<file path="src/rtl/sfif_pop_pkg.sv">
// Shared definitions for the pop sample buffer: sample/pointer sizing, the capture
// state encoding and the reader-side base address.
package sfif_pop_pkg;

  localparam int SAMPLE_WIDTH = 16;
  localparam int PTR_BITS     = 10;

  localparam logic [31:0] POP_START_ADDRESS = 32'h0000_1000;

  typedef enum logic [1:0] {
    IDLE = 2'd0,
    PRE  = 2'd1,
    POST = 2'd2,
    DONE = 2'd3
  } cap_state_e;

endpackage

</file>
<file path="src/rtl/sfif_ring_ptr.sv">
// Wrapping ring pointer: advances on inc_i, rolls over at the top of the ring and
// flags the increment that rolls over.
module sfif_ring_ptr #(
  parameter int PTR_BITS = 10
) (
  input  logic                wb_clk_i,
  input  logic                wb_rst_n,
  input  logic                inc_i,
  output logic [PTR_BITS-1:0] ptr_o,
  output logic                wrap_o
);

  localparam logic [PTR_BITS-1:0] PTR_ONE = {{(PTR_BITS-1){1'b0}}, 1'b1};

  logic [PTR_BITS-1:0] ptr_q;
  logic [PTR_BITS-1:0] ptr_d;

  always_comb begin
    ptr_d = ptr_q;
    if (inc_i) ptr_d = ptr_q + PTR_ONE;
  end

  always_ff @(posedge wb_clk_i or negedge wb_rst_n) begin
    if (!wb_rst_n) ptr_q <= '0;
    else           ptr_q <= ptr_d;
  end

  assign ptr_o  = ptr_q;
  assign wrap_o = inc_i && (ptr_q == '1);

endmodule

</file>
<file path="src/rtl/sfif_adc_capture.sv">
// ADC capture write side: streams samples into the adc_ram ring and freezes the ring
// a programmed number of samples after the trigger.
//   state | meaning
//   IDLE  | after reset, nothing written
//   PRE   | armed, ring filling, waiting for the trigger sample
//   POST  | trigger seen, counting post-trigger samples
//   DONE  | ring frozen for the reader; further samples flag overrun
module sfif_adc_capture #(
  parameter int SAMPLE_WIDTH = sfif_pop_pkg::SAMPLE_WIDTH,
  parameter int PTR_BITS     = sfif_pop_pkg::PTR_BITS
) (
  input  logic                    wb_clk_i,
  input  logic                    wb_rst_n,
  input  logic [SAMPLE_WIDTH-1:0] adc_data,
  input  logic                    adc_valid,
  input  logic                    arm,
  input  logic                    trig,
  input  logic [PTR_BITS-1:0]     post_len,
  output logic                    ram_we,
  output logic [PTR_BITS-1:0]     ram_wr_addr,
  output logic [SAMPLE_WIDTH-1:0] ram_wr_data,
  output logic [PTR_BITS-1:0]     write_head,
  output logic [PTR_BITS-1:0]     trig_addr,
  output logic                    busy,
  output logic                    done,
  output logic                    wrapped,
  output logic                    overrun
);

  import sfif_pop_pkg::*;

  localparam logic [PTR_BITS:0] DEPTH   = {1'b1, {PTR_BITS{1'b0}}};
  localparam logic [PTR_BITS:0] CNT_ONE = {{PTR_BITS{1'b0}}, 1'b1};

  cap_state_e              state_q, state_d;
  logic                    trig_pend_q, trig_pend_d;
  logic [PTR_BITS:0]       post_len_q, post_len_d;
  logic [PTR_BITS:0]       post_cnt_q, post_cnt_d;
  logic [PTR_BITS-1:0]     trig_addr_q, trig_addr_d;
  logic                    wrapped_q, wrapped_d;
  logic                    overrun_q, overrun_d;
  logic                    ram_we_q;
  logic [PTR_BITS-1:0]     ram_wr_addr_q;
  logic [SAMPLE_WIDTH-1:0] ram_wr_data_q;
  logic                    wr_en;
  logic                    head_wrap;

  // Samples are written in PRE/POST regardless of arm; arm only resets control.
  assign wr_en = adc_valid && ((state_q == PRE) || (state_q == POST));

  sfif_ring_ptr #(.PTR_BITS(PTR_BITS)) u_head (
    .wb_clk_i (wb_clk_i),
    .wb_rst_n (wb_rst_n),
    .inc_i    (wr_en),
    .ptr_o    (write_head),
    .wrap_o   (head_wrap)
  );

  always_comb begin
    state_d     = state_q;
    trig_pend_d = trig_pend_q;
    post_len_d  = post_len_q;
    post_cnt_d  = post_cnt_q;
    trig_addr_d = trig_addr_q;
    wrapped_d   = wrapped_q;
    overrun_d   = overrun_q;
    if (arm) begin
      state_d     = PRE;
      trig_pend_d = 1'b0;
      wrapped_d   = 1'b0;
      overrun_d   = 1'b0;
      post_len_d  = (post_len == '0) ? DEPTH : {1'b0, post_len};
    end else begin
      case (state_q)
        PRE: begin
          if (adc_valid && (trig || trig_pend_q)) begin
            trig_pend_d = 1'b0;
            trig_addr_d = write_head;
            if (post_len_q == CNT_ONE) begin
              state_d = DONE;
            end else begin
              state_d    = POST;
              post_cnt_d = post_len_q - CNT_ONE;
            end
          end else if (trig) begin
            trig_pend_d = 1'b1;
          end
        end
        POST: begin
          if (adc_valid) begin
            post_cnt_d = post_cnt_q - CNT_ONE;
            if (post_cnt_q == CNT_ONE) state_d = DONE;
          end
        end
        DONE: begin
          if (adc_valid) overrun_d = 1'b1;
        end
        default: ;
      endcase
      if (head_wrap) wrapped_d = 1'b1;
    end
  end

  always_ff @(posedge wb_clk_i or negedge wb_rst_n) begin
    if (!wb_rst_n) begin
      state_q       <= IDLE;
      trig_pend_q   <= 1'b0;
      post_len_q    <= '0;
      post_cnt_q    <= '0;
      trig_addr_q   <= '0;
      wrapped_q     <= 1'b0;
      overrun_q     <= 1'b0;
      ram_we_q      <= 1'b0;
      ram_wr_addr_q <= '0;
      ram_wr_data_q <= '0;
    end else begin
      state_q     <= state_d;
      trig_pend_q <= trig_pend_d;
      post_len_q  <= post_len_d;
      post_cnt_q  <= post_cnt_d;
      trig_addr_q <= trig_addr_d;
      wrapped_q   <= wrapped_d;
      overrun_q   <= overrun_d;
      ram_we_q    <= wr_en;
      if (wr_en) begin
        ram_wr_addr_q <= write_head;
        ram_wr_data_q <= adc_data;
      end
    end
  end

  assign ram_we      = ram_we_q;
  assign ram_wr_addr = ram_wr_addr_q;
  assign ram_wr_data = ram_wr_data_q;
  assign trig_addr   = trig_addr_q;
  assign busy        = (state_q == PRE) || (state_q == POST);
  assign done        = (state_q == DONE);
  assign wrapped     = wrapped_q;
  assign overrun     = overrun_q;

endmodule

</file>
<file path="config.mk">
export PLATFORM = sky130hd
export DESIGN_NAME = sfif_adc_capture
export DESIGN_NICKNAME = d
export VERILOG_FILES = /design/src/rtl/sfif_pop_pkg.sv /design/src/rtl/sfif_ring_ptr.sv /design/src/rtl/sfif_adc_capture.sv
export SDC_FILE = /design/constraint.sdc
export NUM_CORES = 1
export LEC_CHECK = 0
export ABC_AREA = 0
export CAP_MARGIN = 20
export CORE_AREA = 10 10 96 98
export DETAILED_ROUTE_END_ITERATION = 7
export DIE_AREA = 0 0 106 108
export PLACE_DENSITY = 0.74
export SLEW_MARGIN = 20
export SYNTH_ARGS = -nofsm -noshare
export SYNTH_HDL_FRONTEND = slang
export SYNTH_SLANG_ARGS = --single-unit
export TNS_END_PERCENT = 30
</file>
<file path="constraint.sdc">
create_clock -name wb_clk_i -period 2.7 [get_ports wb_clk_i]
set_input_delay 0.54 -clock wb_clk_i [delete_from_list [all_inputs] [get_ports wb_clk_i]]
set_output_delay 0.54 -clock wb_clk_i [all_outputs]
set_load 0.02 [all_outputs]
</file>
==> metrics.md <==
| Metric | Value |
|---|---|
| RD Place Congestion | `0.797` |
| CORE AREA | `7450 um2` |
| M1 GR Usage | `17.5%` |
| Largest net degree at the start of global routing | `57` |
| Die area | `11,400 um2` |
| Router iterations before antenna repair | `4` |
| Area contributors post-synth | `dfrtp_1 (52%), mux2_2 (14%), ha_1 (2.8%)` |
| Worst slew pin tran | `0.723 ns` |
| Max Slew Vio Count | `0` |
| R2R Setup Slk | `0.63 ns` |
| Kind of critical path | `reg2out` |
| Vias in the first global route | `2,729` |
| Mapped Cells | `303` |
| Leading area contributor after synthesis | `dfrtp_1` |
| Final #Nets | `427` |
| Synthesis Warnings | `0` |
| Seq/Total Area, Yosys | `52.4%` |
| Wire length of the first global-routing pass | `13.7 mm` |
| Peak Freq | `418 MHz` |
| Ys async rst share | `100%` |
| Die Y | `108 um` |
| GRT busiest layer | `met2` |
| CP Max Fanout | `4` |
| Initial antenna violation count | `1` |
| Sum of negative setup slack | `0 ns` |
| Worst hold path type | `in2async` |
| Met3 usage | `7.44%` |
| Final setup violation count | `0` |
| Peak VDD IR | `0.564 mV` |
| Wire length per cell | `16.7 um` |
| I/O pin total | `82` |
| PD cells | `876 nW/um2` |
| Max Cap Viol | `0` |
| Clock buffer depth | `2` |
| Main synth FF type | `dfrtp_1` |
| First DRT Iteration DRCs | `87` |
| Mean post-synth cell area | `11.7 um2` |
| GRT met2 Usage | `22.1%` |
| Slew headroom | `51.4%` |
| Antenna Nets Post-Route | `0` |
| Hold buffer count at cts | `0` |
| CP arrival | `1.85 ns` |
| Post-synth EDFFs | `0` |
| # resized after CTS | `0` |
| Ant. Diodes | `0` |
| Unrepaired setup endpoints after global routing | `no` |
| CTS root buffer | `clkbuf_8` |
| CP dominant cell by count | `inv_1` |
| HPWL after DPL | `6.00 mm` |
| Area after DPL | `4500 um2` |
| Final period util | `88.6%` |
| Worst-skew pair later-pin latency | `0.34 ns` |
| Most frequent cell after synthesis | `dfrtp_1` |
| Crit-path cells | `inv_1, ha_1, inv_1, clkdlybuf4s50_1` |
| Final Hold Fails | `0` |
| Clk sinks | `74` |
| Via count | `2,626` |
| Global route total overflow | `0` |
| Port Buf Inserts | `81` |
| Area fraction of the dominant cell type after synthesis | `52.4%` |
| Mean number of vias per cell | `5.31` |
| Ratio of cells with drive above 1 in the final layout | `21.6%` |
| Slowest-stage cell, CP | `clkdlybuf4s50_1` |
| CTS Buf Count | `9` |
| Commonest cells in the netlist | `dfrtp_1 (74), mux2_2 (44), inv_1 (19), nor2_1 (17), nand2_1 (14)` |
| Cell area after layout | `4670 um2` |
| Crit path required time | `2.16 ns` |
| Total power | `4.09 mW` |
| Crit-path leading delay family | `buffers and inverters` |
| H-tree depth | `3` |
| Clock slew at reported path FFs | `0.08 ns` |
| Buf/Inv on CP | `3` |
| Seq cells post-synth | `74` |
| Setup bufs post-CTS | `0` |
| Total track usage | `14.6%` |
| CP Capture Type | `primary output` |
| CTS tree | `yes` |
| CP max stage delay | `0.61 ns` |
| Status | `finished clean` |
| Routed WL | `8.25 mm` |
| Effective utilization at floorplan | `47.5%` |
| Startpoint Class | `flop` |
| Tmin final | `2.39 ns` |
| Synth Net Count | `342` |
| DR DRC count | `0` |
| # fillers | `593` |
| Area delta synth->final | `32.0%` |
| Row count | `32` |
| DIE WIDTH | `106 um` |
| Leak | `1.96 nW` |
| Synth cell types | `43` |
| Synth Cell Area | `3540 um2` |
| Post-route clock skew | `0.00882 ns` |
worst reg2reg max path: cells and delay by family (launching register included):
kind	cells	cell delay, ns
AO/OA/AOI/OAI	1	0.34
adder cells (fa/ha/maj)	1	0.18
buffers and inverters	2	0.29
flip-flops	1	0.39
AND/OR/NAND/NOR	3	0.77
worst paths after layout:
check                               from              end  cells after the start
max                           state_q[0]             busy                      4
min                             wb_rst_n  ram_wr_data[10]                      1
max reg2reg                post_len_q[1]    post_cnt_q[4]                      7
min reg2reg                      wrapped          wrapped                      2
max in group asynchronous       wb_rst_n   ram_wr_addr[8]                      2
min in group wb_clk_i            wrapped          wrapped                      2
area by class of cell:
class,instances,area (um2),share of cell area (%)
clock buffer,11,131,2.81
inverter,19,71.3,1.53
multi-input combinational,194,1550,33.2
tap,102,128,2.73
timing repair buffer,90,898,19.2
clock inverter,5,38.8,0.831
sequential,74,1850,39.7
state kept, by name, indices dropped and copies added, names as in the netlist:
signal,cells
ram_we,1
post_len_q,11
trig_addr,10
trig_pend_q,1
ram_wr_addr,10
post_cnt_q,11
overrun,1
ram_wr_data,16
state_q,2
u_head.ptr_o,10
wrapped,1
report_power, final:
group,switching (mW),internal [mW],total (mW)
Sequential,0.319,1.42,1.74
Combinational,0.745,0.841,1.59
Clock,0.422,0.339,0.761
layout by cell type, fill, tap and decap left out, types with 3 or more instances in the layout:
cell             synthesis  layout
nand3_1                  6       6
a221oi_1                 8       8
buf_4                    0       7
a21oi_1                  7       7
o31ai_1                 11      11
mux2_2                  44      44
a21o_1                   5       5
clkbuf_8                 0       9
nand4_1                  8       8
clkdlybuf4s50_1          0      80
dfrtp_1                 74      74
nor2_1                  17      17
o21ai_0                  8       8
a2111oi_0                6       6
xnor2_1                  8       8
a31o_2                   4       4
or2_2                    4       4
nand2_1                 14      14
nor4_1                   7       7
ha_1                     8       8
inv_1                   19      19
xor2_1                   3       3
through the flow:
| step | hold WS, ns | utilization, % | std cells | worst slack (ns) |
|---|---|---|---|---|
| 6_report | 0.134 | 62.7 | 495 | 0.308 |
| 5_1_grt | 0.155 | 62.7 | 495 | 0.230 |
| 4_1_cts | 0.146 | 62.7 | 495 | 0.300 |
| 3_5_place_dp | 0.494 | 60.4 | 479 | 0.299 |
| 3_3_place_gp | 0.487 | 60.4 | 479 | 0.371 |
| 2_1_floorplan | 0.244 | - | 303 | 0.791 |
metal layers:
metal	vias to the layer above	share of wire (%)	wire [um]
met5	-	0.11	9
met4	2	1.3	104
met3	13	11	872
met2	75	45	3740
met1	1250	43	3530
li1	1286	-	-
cell families after synthesis:
kind of cell	Yosys count	share of synthesized area, %
xor+xnor	11	2.72
compound gates	58	12.3
flops	74	52.4
simple gates	73	11.9
fa+ha+maj	8	2.83
mux	44	14.0
buf+inv	35	3.89
Note: power is estimated with default switching activity, not from simulation.
